===== src/rtl/conv3x3_engine_pkg.sv =====
// conv_pkg: shared sizes, state encoding and small helpers for conv3x3_engine.
//   K_W/IMG_W         kernel and image edge lengths
//   N_KER/N_IMG/N_IN  word counts of the operand stream
//   N_OUT             number of results per frame
//   ACC_W             accumulator width (9 products of 32 bits cannot overflow it)
//   sat16             clamp an accumulator value to signed 16 bits
//   tap_offset        image address offset (row*IMG_W + col) of kernel tap t
package conv_pkg;

  localparam int DATA_W = 16;
  localparam int K_W    = 3;
  localparam int IMG_W  = 4;
  localparam int N_KER  = 9;
  localparam int N_IMG  = 16;
  localparam int N_IN   = 25;
  localparam int N_OUT  = 4;
  localparam int ACC_W  = 36;

  typedef enum logic [1:0] {
    LOAD    = 2'd0,
    COMPUTE = 2'd1,
    OUTPUT  = 2'd2
  } state_t;

  function automatic logic signed [DATA_W-1:0] sat16(input logic signed [ACC_W-1:0] v);
    logic signed [DATA_W-1:0] r;
    if (v > 36'sd32767) begin
      r = 16'sh7fff;
    end else if (v < -36'sd32768) begin
      r = 16'sh8000;
    end else begin
      r = v[DATA_W-1:0];
    end
    return r;
  endfunction

  // Tap t covers kernel (t/3, t%3); in the row-major image that lands
  // (t/3)*IMG_W + t%3 words past the top-left corner of the output window.
  function automatic logic [4:0] tap_offset(input logic [3:0] tap);
    logic [4:0] r;
    case (tap)
      4'd0:    r = 5'd0;
      4'd1:    r = 5'd1;
      4'd2:    r = 5'd2;
      4'd3:    r = 5'd4;
      4'd4:    r = 5'd5;
      4'd5:    r = 5'd6;
      4'd6:    r = 5'd8;
      4'd7:    r = 5'd9;
      4'd8:    r = 5'd10;
      default: r = 5'd0;
    endcase
    return r;
  endfunction

endpackage


===== src/rtl/conv3x3_engine_if.sv =====
// conv3x3_engine_if: input word stream plus result stream of the engine.
//   in_valid/in_ready/in_data            operand words into the engine
//   out_valid/out_ready/out_data/out_last results out of the engine
//   master: the front end (source of operands, sink of results)
//   slave:  the engine
interface conv3x3_engine_if;
  logic        in_valid;
  logic        in_ready;
  logic [15:0] in_data;
  logic        out_valid;
  logic        out_ready;
  logic [15:0] out_data;
  logic        out_last;

  modport master (
    output in_valid, in_data, out_ready,
    input  in_ready, out_valid, out_data, out_last
  );

  modport slave (
    input  in_valid, in_data, out_ready,
    output in_ready, out_valid, out_data, out_last
  );
endinterface


===== src/rtl/conv3x3_engine_mac.sv =====
// conv_mac: signed 16x16 multiplier feeding a 36-bit accumulator.
//   CLKOUT, rst_n  clock and async active-low reset
//   clr            synchronous clear of the accumulator
//   en             accumulate this cycle
//   first          first tap: load the product instead of adding to it
//   a, b           signed operands
//   acc            accumulator value
module conv_mac
  import conv_pkg::*;
(
  input  logic                    CLKOUT,
  input  logic                    rst_n,
  input  logic                    clr,
  input  logic                    en,
  input  logic                    first,
  input  logic signed [DATA_W-1:0] a,
  input  logic signed [DATA_W-1:0] b,
  output logic signed [ACC_W-1:0]  acc
);

  logic signed [2*DATA_W-1:0] prod;
  logic signed [ACC_W-1:0]    prod_ext;
  logic signed [ACC_W-1:0]    acc_q, acc_d;

  assign prod     = a * b;
  assign prod_ext = {{(ACC_W-2*DATA_W){prod[2*DATA_W-1]}}, prod};

  always_comb begin
    acc_d = acc_q;
    if (clr) begin
      acc_d = '0;
    end else if (en) begin
      acc_d = first ? prod_ext : acc_q + prod_ext;
    end
  end

  always_ff @(posedge CLKOUT or negedge rst_n) begin
    if (!rst_n) begin
      acc_q <= '0;
    end else begin
      acc_q <= acc_d;
    end
  end

  assign acc = acc_q;

endmodule


===== src/rtl/conv3x3_engine.sv =====
// conv3x3_engine: 3x3 "valid" correlation of a 4x4 image, one MAC per cycle.
//   CLKOUT, rst_n  clock and async active-low reset
//   clr            synchronous abort back to LOAD
//   s              operand input stream and result output stream (slave side)
//   busy           high while computing or presenting results
//   SHIFT          arithmetic right shift applied before saturation
//
// state   | meaning
// --------+------------------------------------------------------------
// LOAD    | accepting 25 words: 9 kernel then 16 image, row-major
// COMPUTE | 4 results x (9 tap cycles + 1 writeback cycle)
// OUTPUT  | presenting res[0..3], advancing on out_ready
module conv3x3_engine
  import conv_pkg::*;
#(
  parameter int SHIFT = 0
) (
  input  logic             CLKOUT,
  input  logic             rst_n,
  input  logic             clr,
  conv3x3_engine_if.slave  s,
  output logic             busy
);

  state_t      state_q, state_d;
  logic [4:0]  wcnt_q, wcnt_d;
  logic [3:0]  tap_q, tap_d;
  logic [1:0]  oidx_q, oidx_d;
  logic [1:0]  ocnt_q, ocnt_d;
  logic        in_ready_q, in_ready_d;
  logic        out_valid_q, out_valid_d;
  logic        busy_q, busy_d;

  logic [DATA_W-1:0] op_q  [N_IN];
  logic [DATA_W-1:0] op_d  [N_IN];
  logic [DATA_W-1:0] res_q [N_OUT];
  logic [DATA_W-1:0] res_d [N_OUT];

  logic        accept;
  logic        take;
  logic        writeback;
  logic        mac_en;
  logic [4:0]  win_base;
  logic [4:0]  img_idx;
  logic signed [ACC_W-1:0] acc;
  logic signed [ACC_W-1:0] acc_sh;

  assign accept    = (state_q == LOAD) && s.in_valid && in_ready_q;
  assign take      = (state_q == OUTPUT) && out_valid_q && s.out_ready;
  assign writeback = (state_q == COMPUTE) && (tap_q == 4'd9);

  // ---------------------------------------------------------------- FSM
  always_ff @(posedge CLKOUT or negedge rst_n) begin
    if (!rst_n) begin
      state_q     <= LOAD;
      wcnt_q      <= '0;
      tap_q       <= '0;
      oidx_q      <= '0;
      ocnt_q      <= '0;
      in_ready_q  <= 1'b0;
      out_valid_q <= 1'b0;
      busy_q      <= 1'b0;
    end else begin
      state_q     <= state_d;
      wcnt_q      <= wcnt_d;
      tap_q       <= tap_d;
      oidx_q      <= oidx_d;
      ocnt_q      <= ocnt_d;
      in_ready_q  <= in_ready_d;
      out_valid_q <= out_valid_d;
      busy_q      <= busy_d;
    end
  end

  always_comb begin
    state_d = state_q;
    wcnt_d  = wcnt_q;
    tap_d   = tap_q;
    oidx_d  = oidx_q;
    ocnt_d  = ocnt_q;
    if (clr) begin
      state_d = LOAD;
      wcnt_d  = '0;
      tap_d   = '0;
      oidx_d  = '0;
      ocnt_d  = '0;
    end else begin
      case (state_q)
        LOAD: begin
          if (accept) begin
            if (wcnt_q == 5'(N_IN - 1)) begin
              wcnt_d  = '0;
              tap_d   = '0;
              oidx_d  = '0;
              state_d = COMPUTE;
            end else begin
              wcnt_d = wcnt_q + 5'd1;
            end
          end
        end
        COMPUTE: begin
          if (tap_q == 4'd9) begin
            tap_d  = '0;
            oidx_d = oidx_q + 2'd1;
            if (oidx_q == 2'(N_OUT - 1)) begin
              ocnt_d  = '0;
              state_d = OUTPUT;
            end
          end else begin
            tap_d = tap_q + 4'd1;
          end
        end
        OUTPUT: begin
          if (take) begin
            ocnt_d = ocnt_q + 2'd1;
            if (ocnt_q == 2'(N_OUT - 1)) begin
              state_d = LOAD;
            end
          end
        end
        default: state_d = LOAD;
      endcase
    end
  end

  // Handshake outputs are registered copies of where the FSM is headed.
  always_comb begin
    in_ready_d  = (state_d == LOAD);
    out_valid_d = (state_d == OUTPUT);
    busy_d      = (state_d != LOAD);
  end

  // ------------------------------------------------------------ datapath
  // Output window (o>>1, o&1) starts at image word o[1]*IMG_W + o[0].
  assign win_base = {2'b00, oidx_q[1], 1'b0, oidx_q[0]};
  assign img_idx  = 5'(N_KER) + win_base + tap_offset(tap_q);
  assign mac_en   = (state_q == COMPUTE) && (tap_q != 4'd9);
  assign acc_sh   = acc >>> SHIFT;

  conv_mac u_mac (
    .CLKOUT (CLKOUT),
    .rst_n  (rst_n),
    .clr    (clr),
    .en     (mac_en),
    .first  (tap_q == 4'd0),
    .a      ($signed(op_q[{1'b0, tap_q}])),
    .b      ($signed(op_q[img_idx])),
    .acc    (acc)
  );

  always_comb begin
    for (int i = 0; i < N_IN; i++) begin
      op_d[i] = op_q[i];
    end
    if (!clr && accept) begin
      op_d[wcnt_q] = s.in_data;
    end
  end

  always_comb begin
    for (int i = 0; i < N_OUT; i++) begin
      res_d[i] = res_q[i];
    end
    if (!clr && writeback) begin
      res_d[oidx_q] = sat16(acc_sh);
    end
  end

  always_ff @(posedge CLKOUT or negedge rst_n) begin
    if (!rst_n) begin
      for (int i = 0; i < N_IN; i++) begin
        op_q[i] <= '0;
      end
      for (int i = 0; i < N_OUT; i++) begin
        res_q[i] <= '0;
      end
    end else begin
      for (int i = 0; i < N_IN; i++) begin
        op_q[i] <= op_d[i];
      end
      for (int i = 0; i < N_OUT; i++) begin
        res_q[i] <= res_d[i];
      end
    end
  end

  assign s.in_ready  = in_ready_q;
  assign s.out_valid = out_valid_q;
  assign s.out_data  = res_q[ocnt_q];
  assign s.out_last  = out_valid_q && (ocnt_q == 2'(N_OUT - 1));
  assign busy        = busy_q;

endmodule


===== src/flat_wrapper.sv =====
// flat-port wrapper written by rule: the top's interface ports become plain ports
module conv3x3_engine_flat import conv_pkg::*;
#(
  parameter int SHIFT = 0
)
  (CLKOUT, rst_n, clr, busy, s_in_valid, s_in_data, s_out_ready, s_in_ready, s_out_valid, s_out_data, s_out_last);
  conv3x3_engine_if s_i ();
  input  logic CLKOUT;
  input  logic rst_n;
  input  logic clr;
  output logic busy;
  input wire logic [$bits(s_i.in_valid)-1:0] s_in_valid;
  input wire logic [$bits(s_i.in_data)-1:0] s_in_data;
  input wire logic [$bits(s_i.out_ready)-1:0] s_out_ready;
  output wire logic [$bits(s_i.in_ready)-1:0] s_in_ready;
  output wire logic [$bits(s_i.out_valid)-1:0] s_out_valid;
  output wire logic [$bits(s_i.out_data)-1:0] s_out_data;
  output wire logic [$bits(s_i.out_last)-1:0] s_out_last;
  assign s_i.in_valid = s_in_valid;
  assign s_i.in_data = s_in_data;
  assign s_i.out_ready = s_out_ready;
  assign s_in_ready = s_i.in_ready;
  assign s_out_valid = s_i.out_valid;
  assign s_out_data = s_i.out_data;
  assign s_out_last = s_i.out_last;
  conv3x3_engine #(.SHIFT(SHIFT)) u_core (.CLKOUT(CLKOUT), .rst_n(rst_n), .clr(clr), .s(s_i), .busy(busy));
endmodule

===== config.mk =====
export PLATFORM = sky130hd
export DESIGN_NAME = conv3x3_engine_flat
export DESIGN_NICKNAME = d
export VERILOG_FILES = /design/src/rtl/conv3x3_engine_pkg.sv /design/src/rtl/conv3x3_engine_if.sv /design/src/rtl/conv3x3_engine_mac.sv /design/src/rtl/conv3x3_engine.sv /design/src/flat_wrapper.sv
export SDC_FILE = /design/constraint.sdc
export NUM_CORES = 2
export LEC_CHECK = 0
export ABC_CLOCK_PERIOD_IN_PS = 16450
export CAP_MARGIN = 20
export CORE_ASPECT_RATIO = 0.6
export CORE_MARGIN = 4
export CORE_UTILIZATION = 30
export DETAILED_ROUTE_END_ITERATION = 8
export PLACE_DENSITY = 0.53
export SYNTH_ARGS = -nofsm -noshare
export SYNTH_HDL_FRONTEND = slang
export SYNTH_SLANG_ARGS = --single-unit

===== constraint.sdc =====
create_clock -name CLKOUT -period 16.45 [get_ports CLKOUT]
set_clock_uncertainty 0.15 [all_clocks]
set_input_delay 1.645 -clock CLKOUT [delete_from_list [all_inputs] [get_ports CLKOUT]]
set_output_delay 1.645 -clock CLKOUT [all_outputs]
set_load 0.005 [all_outputs]

== Yosys cells after proc, flatten, opt, wreduce, memory -nomap -nowiden ==
Memories as Yosys holds them, arrays and structs flattened.
Cells that the tools add are included.

* Multipliers: 1
* Bitwise logic cells: 5
* Eq/ne operators: 13
* Order comparisons: 9
* Reductions and logical operators: 25
* Multiplexer cells: 48
* Add/sub/neg operators: 7

{| class="wikitable"
|+ Operators with widths
! cell !! count
|-
| $bwmux 400 || 1
|-
| $mux 16 || 11
|-
| $bmux 16 s5 || 2
|-
| $mux 36 || 3
|-
| $demux 16 s5 || 1
|-
| $bwmux 64 || 1
|-
| $add 36x32->36 || 1
|-
| $gt 36x16->1 const B || 1
|-
| $lt 36x16->1 const B || 1
|-
| $bmux 16 s2 || 1
|-
| $demux 16 s2 || 1
|-
| $mul 16x16->32 || 1
|-
| $mux 2 || 15
|-
| $mux 5 || 4
|-
| $ge 6x6->1 const B || 3
|-
| $mux 4 || 4
|-
| $ne 3x2->1 const B || 4
|-
| $not 5->6 || 2
|-
| $logic_and 1x1->1 || 11
|-
| $eq 2x2->1 const B || 4
|-
| $pmux 2 s2 || 2
|-
| $pmux 4 s2 || 1
|-
| $reduce_and 4->1 || 2
|-
| $reduce_bool 2->1 || 4
|-
| other kinds (22) || 27
|}

* Flip-flop bits (word level): 518
* Output and inout port bits: 20
* Memories kept: 1
* Input port bits: 21
* Word-level logic and storage cells: 147
* Memory bits (read-only): 64

{| class="wikitable"
|+ Memory list
! name !! words !! width !! read ports !! clocked after Yosys merged registers in !! wr ports !! RTL line !! RTL
|-
| (name not given) || 16 || 4 || 1 || 0 || 0 || conv3x3_engine_pkg.sv:41 || <nowiki>case (tap)</nowiki>
|}

== Longest topological paths before layout ==
* Depth after elaboration: 11
* Depth in mapped cells: 54
* Depth with buffers taken out: 49

== Modules after synthesis ==
A second synthesis with hierarchy kept.

* Cell total of the unflattened synthesis: 3155
* Area, all modules: 37709.9 sq um

{| class="wikitable"
|+ By module, submodules not included
! module !! area each (sq um) !! cells an instance !! instances !! sequential area each (sq um)
|-
| conv3x3_engine || 24496.0 || 1662 || 1 || 12061.6
|-
| conv_mac || 13213.9 || 1493 || 1 || 900.9
|}

== Least setup slack after synthesis ==
OpenSTA, ideal clock, no wires.

* Path kind: reg-to-reg
* Start: register u_core.tap_q[0]
* End: register u_core.u_mac.acc_q[35] (netlist: u_core.u_mac.acc[35])
* Setup slack: 3.968 ns
* Period minus slack after synthesis: 12.482 ns
* Arrival time: 12.209 ns
* Path buffers: 6
* Stages on the path, launching flop included: 51
* Setup time: 0.124 ns
* Required time: 16.176 ns
* Cells stage by stage: dfrtp_1 > clkbuf_1 > clkbuf_1 > clkbuf_1 > inv_1 > ha_1 > mux2i_1 > nand2b_1 > ha_1 > inv_1 > ha_1 > buf_2 > buf_1 > mux4_2 > nor2b_1 > a211oi_1 > a21oi_1 > o21ai_1 > (+15 left out) > a21o_1 > a2bb2oi_1 > o21ai_1 > or4_1 > a31oi_1 > o21ai_0 > xor2_1 > ha_1 > a21oi_1 > o21ai_0 > a21oi_1 > o21ai_0 > or3_1 > a311oi_1 > o211ai_1 > o211ai_1 > mux4_2 > a211o_1

* Cells in the longest elaborated chain, start to end: 11
* Elaborated cells between the ends (all ways): 19
* Those cells by class: add/sub (2); mul (1); eq/ne (1); mux (9); bitwise (2); reduce/logical (3); memory (1)

{| class="wikitable"
|+ Ends and longest elaborated chain
! element !! RTL line !! RTL
|-
| start: declaration || conv3x3_engine.sv:27 || <nowiki>logic [3:0] tap_q, tap_d;</nowiki>
|-
| start signal: assignment || conv3x3_engine.sv:66 || <nowiki>tap_q <= tap_d;</nowiki>
|-
| $mem_v2 16x4 || - ||
|-
| $add 5x5->5 || conv3x3_engine.sv:136 || <nowiki>assign img_idx = 5'(N_KER) + win_base + tap_offset(tap_q);</nowiki>
|-
| $not 5->6 (not written as such) || conv3x3_engine.sv:147 || <nowiki>.b ($signed(op_q[img_idx])),</nowiki>
|-
| $bmux 16 s5 || conv3x3_engine.sv:147 ||
|-
| $mux 16 (not written as such) (2 in a row) || conv3x3_engine.sv:147 ||
|-
| $mul 16x16->32 || conv3x3_engine_mac.sv:25 || <nowiki>assign prod = a * b;</nowiki>
|-
| $add 36x32->36 || conv3x3_engine_mac.sv:33 || <nowiki>acc_d = first ? prod_ext : acc_q + prod_ext;</nowiki>
|-
| $mux 36 || conv3x3_engine_mac.sv:33 ||
|-
| $mux 36 || conv3x3_engine_mac.sv:32 || <nowiki>end else if (en) begin</nowiki>
|-
| $mux 36 || conv3x3_engine_mac.sv:30 || <nowiki>if (clr) begin</nowiki>
|-
| end signal: assignment || conv3x3_engine_mac.sv:39 || <nowiki>acc_q <= '0;</nowiki>
|-
| end signal: assignment || conv3x3_engine_mac.sv:41 || <nowiki>acc_q <= acc_d;</nowiki>
|-
| end: declaration || conv3x3_engine_mac.sv:23 || <nowiki>logic signed [ACC_W-1:0] acc_q, acc_d;</nowiki>
|}

Several ways; a longest one is shown, not always the timed one. The select of a mux whose other input is x is not followed.
A chain may end at the register's enable or synchronous reset.

== Worst setup path after layout ==
* Start: register u_core.tap_q[1]
* End: register u_core.u_mac.acc_q[35] (netlist: u_core.u_mac.acc[35])

Same word-level chain as after synthesis.

==> Flow_metrics.wiki <==
{| class="wikitable"
! Metric !! Value
|-
| Antenna violations before repair || 0
|-
| Number of max-cap violations || 0
|-
| CTS H-tree depth || 2
|-
| Post-synth EDFFs || 0
|-
| Type of the worst min-delay path || flop to flop
|-
| Total clock sinks || roughly 520
|-
| DR pass1 iterations || 5
|-
| Post-synthesis to final-layout area growth || 11.6%
|-
| Clk buf depth || 3
|-
| Aggregate global-route resource usage || 0.159
|-
| Max-slew violation total from the final report || 0
|-
| Filler cells || roughly 12000
|-
| Worst-path maximum fanout || 52
|-
| First-pass GRT wire length || 161 mm
|-
| Via density per instance || 5.14
|-
| Sequential share of the synthesized area || 0.349
|-
| Die ar. || 130000 µm²
|-
| Fmax || around 74 MHz
|-
| Vert. Die Dim || around 280 µm
|-
| Proportion of netlist area held by the largest area contributor || 0.349
|-
| Count of different cell masters after synthesis || between 60 and 70
|-
| Register area || 13000 µm²
|-
| Detail Placement HPWL || roughly 73 mm
|-
| Quantity of I/O buffers inserted on ports || 40
|-
| Data arrival time of the critical path || approximately 14 ns
|-
| Async S/R FF share, synth || 1.00
|-
| Number of hold buffers added after CTS || 0
|-
| Endpoint required time on the critical path || around 17 ns
|-
| Area of combinational cells with multiple inputs || around 22000 µm²
|-
| Tightest slew margin relative to the limit || 0.241
|-
| Post-Synthesis Net Count || 3603
|-
| Crit-path leading delay family || adder cells
|-
| Endpoint class of the critical path || flop
|-
| Routability congestion estimate from global placement || roughly 0.88
|-
| Antenna cells || 0
|-
| Final setup vio count || 0
|-
| Insertion delay to the later sink of the worst-skew pair || ~0.65 ns
|-
| Initial standard-cell utilization of the core || 0.304
|-
| Largest cells by area after synthesis || sky130_fd_sc_hd__dfrtp_1 35%, sky130_fd_sc_hd__fa_1 14%, sky130_fd_sc_hd__mux2_2 13%, sky130_fd_sc_hd__mux4_2 11%, sky130_fd_sc_hd__ha_1 4.5%
|-
| Library cell used as clock root buffer || sky130_fd_sc_hd__clkbuf_16
|-
| Max stage delay on crit path || between 0.7 and 0.8 ns
|-
| Leakage power || roughly 19 nW
|-
| Std cell rows || between 90 and 100
|-
| CTS buffer count || 54
|-
| Largest net degree at the start of global routing || about 120
|-
| Worst path buffer plus inverter count || 7
|-
| Core outline area || 122000 µm²
|-
| Most frequent cell after synthesis || sky130_fd_sc_hd__dfrtp_1
|-
| Critical Path Most Common Cell || sky130_fd_sc_hd__fa_1
|-
| Synth Warn # || 0
|-
| Ratio of cells with drive above 1 in the final layout || 0.258
|-
| Outcome || finished clean
|-
| Dominant cell type by area after synthesis || sky130_fd_sc_hd__dfrtp_1
|-
| Time the final worst path needs with I/O delays and setup || approximately 13 ns
|-
| List of most frequent post-synthesis cells || 518 x sky130_fd_sc_hd__dfrtp_1, 434 x sky130_fd_sc_hd__mux2_2, 347 x sky130_fd_sc_hd__inv_1
|-
| # resized after CTS || 0
|-
| Tightest Pin Transition || 1.14 ns
|-
| Count of nets after finishing || around 3600
|-
| RSZ-0062 raised after global routing || no
|-
| Slowest CP cell || sky130_fd_sc_hd__buf_4
|-
| Prevailing post-synth register cell || sky130_fd_sc_hd__dfrtp_1
|-
| Power per cell area || between 60 and 70 nW/µm²
|-
| Critical Path Source Type || flop
|-
| Count of boundary I/O pins || a little over 40
|-
| Crit Path Category || flop to flop
|-
| DRC violation count after routing || 0
|-
| Total via count after detailed routing || between 20000 and 25000
|-
| Number of buffers added for setup after CTS || 0
|-
| Maximum vdd ir drop || 0.0719 mV
|-
| Final Cycle Share || 0.818
|-
| TritonCTS clock tree || built
|-
| Final routed wire length divided by cell count || ~21 µm
|-
| Count of state elements after synthesis || 518
|-
| Routed Antenna Nets || 0
|-
| Total wire length after detailed routing || just over 100 mm
|-
| Post-synthesis cell area || about 37000 µm²
|-
| Via count of the first global-routing pass || around 25000
|-
| Overflow left after global routing || 0
|-
| Overall power of the completed layout || 2.90 mW
|-
| Iteration-0 DRC count of the detailed router || about 1900
|-
| Die X-Extent || 462 µm
|-
| Post-route setup TNS || 0 ns
|-
| Average size of a mapped cell || 11.7 µm²
|-
| Clock transition at path regs || roughly 0.070 ns
|-
| Fin. Hold Viols || 0
|-
| Count of mapped cells out of synthesis || about 3200
|}
==> metrics by stage <==
step | setup WS, ns | util | hold slack [ns] | instance area, µm² | instances
3_3_place_gp | 3.22 | 0.323 | 0.307 | 39500 | 4718
2_1_floorplan | 3.97 | - | 0.295 | 37200 | 3185
4_1_cts | 3.02 | 0.338 | 0.330 | 41300 | 4817
5_1_grt | 2.21 | 0.339 | 0.356 | 41500 | 4825
6_report | 2.99 | 0.339 | 0.327 | 41500 | 4825
3_5_place_dp | 3.08 | 0.323 | 0.316 | 39500 | 4718
==> layout make-up <==
class,instances,area share
Multi-Input combinational cell,2131,0.537
Clock buffer,74,0.0366
Sequential cell,518,0.313
Inverter,347,0.0314
Timing Repair Buffer,114,0.0263
Tap cell,1616,0.0488
Clock inverter,25,0.00715
==> worst reg2reg max path: cells and delay by family, from the launching register on <==
kind	cells	cell delay [ns]
buf+inv	7	1.75
simple gates	7	1.73
xor+xnor	1	0.17
compound gates	15	3.11
flops	1	0.62
mux	3	0.96
fa+ha+maj	10	4.81
==> cells in the final DEF (no fill, tap or decap), types with 7 or more instances in the layout <==
master	n
sky130_fd_sc_hd__a211oi_1	16
sky130_fd_sc_hd__a21o_1	31
sky130_fd_sc_hd__a21oi_1	115
sky130_fd_sc_hd__a221o_1	17
sky130_fd_sc_hd__a221oi_1	8
sky130_fd_sc_hd__a31oi_1	8
sky130_fd_sc_hd__and2_1	46
sky130_fd_sc_hd__and3_1	7
sky130_fd_sc_hd__buf_4	65
sky130_fd_sc_hd__clkbuf_1	11
sky130_fd_sc_hd__clkbuf_16	54
sky130_fd_sc_hd__clkbuf_8	9
sky130_fd_sc_hd__clkdlybuf4s50_1	39
sky130_fd_sc_hd__clkinv_2	12
sky130_fd_sc_hd__dfrtp_1	515
sky130_fd_sc_hd__fa_1	264
sky130_fd_sc_hd__ha_1	131
sky130_fd_sc_hd__inv_1	347
sky130_fd_sc_hd__mux2_2	434
sky130_fd_sc_hd__mux2i_1	13
sky130_fd_sc_hd__mux4_2	189
sky130_fd_sc_hd__nand2_1	287
sky130_fd_sc_hd__nand2b_1	12
sky130_fd_sc_hd__nand3_1	8
sky130_fd_sc_hd__nand4_1	10
sky130_fd_sc_hd__nor2_1	136
sky130_fd_sc_hd__nor2_2	8
sky130_fd_sc_hd__nor2b_1	33
sky130_fd_sc_hd__nor3_1	20
sky130_fd_sc_hd__nor4_1	10
sky130_fd_sc_hd__o211ai_1	7
sky130_fd_sc_hd__o21a_1	13
sky130_fd_sc_hd__o21ai_0	137
sky130_fd_sc_hd__o21ai_1	12
sky130_fd_sc_hd__o21bai_1	10
sky130_fd_sc_hd__or2_2	8
sky130_fd_sc_hd__xnor2_1	41
sky130_fd_sc_hd__xor2_1	20
==> sequential cells by signal (all words and copies together), names as in the netlist, 2 cells and up <==
signal            count
u_core.state_q        2
u_core.tap_q          4
u_core.ocnt_q         2
u_core.op_q         400
u_core.oidx_q         2
u_core.u_mac.acc     36
u_core.res_q         64
u_core.wcnt_q         5
==> path summary, 6_finish.rpt <==
path | startpoint | end | slack (ns) | depth (start not counted)
min in group asynchronous | rst_n | u_core.op_q[48] | 0.95 | 1
setup / recovery | u_core.tap_q[1] | u_core.u_mac.acc[35] | 2.99 | 43
max in group asynchronous | rst_n | u_core.op_q[251] | 12.07 | 4
hold / removal | u_core.res_q[13] | u_core.res_q[13] | 0.33 | 2
hold reg to reg | u_core.res_q[13] | u_core.res_q[13] | 0.33 | 2
setup reg to reg | u_core.tap_q[1] | u_core.u_mac.acc[35] | 2.99 | 43
==> kinds of logic (layout without fill, tap and decap cells) <==
family	after synthesis	count (layout)	synth area share
mux	636	636	0.250
simple gates	612	612	0.0737
buf+inv	536	560	0.0553
flops	518	518	0.349
compound gates	422	422	0.0703
fa+ha+maj	397	397	0.187
xor+xnor	64	64	0.0155
==> power breakdown <==
part           switching, mW  internal, mW  total (mW)
clock network          0.566         0.713        1.28
logic                  0.168         0.101       0.269
registers             0.0341          1.32        1.35
==> per-layer routing <==
metal,share of wire,vias up,GRT usage
met2,0.38,753,0.208
met3,0.084,91,0.0406
met4,0.013,0,0.0255
li1,-,10964,-
met5,0,-,0
met1,0.53,13013,0.260
(Power assumes the default switching activity.)
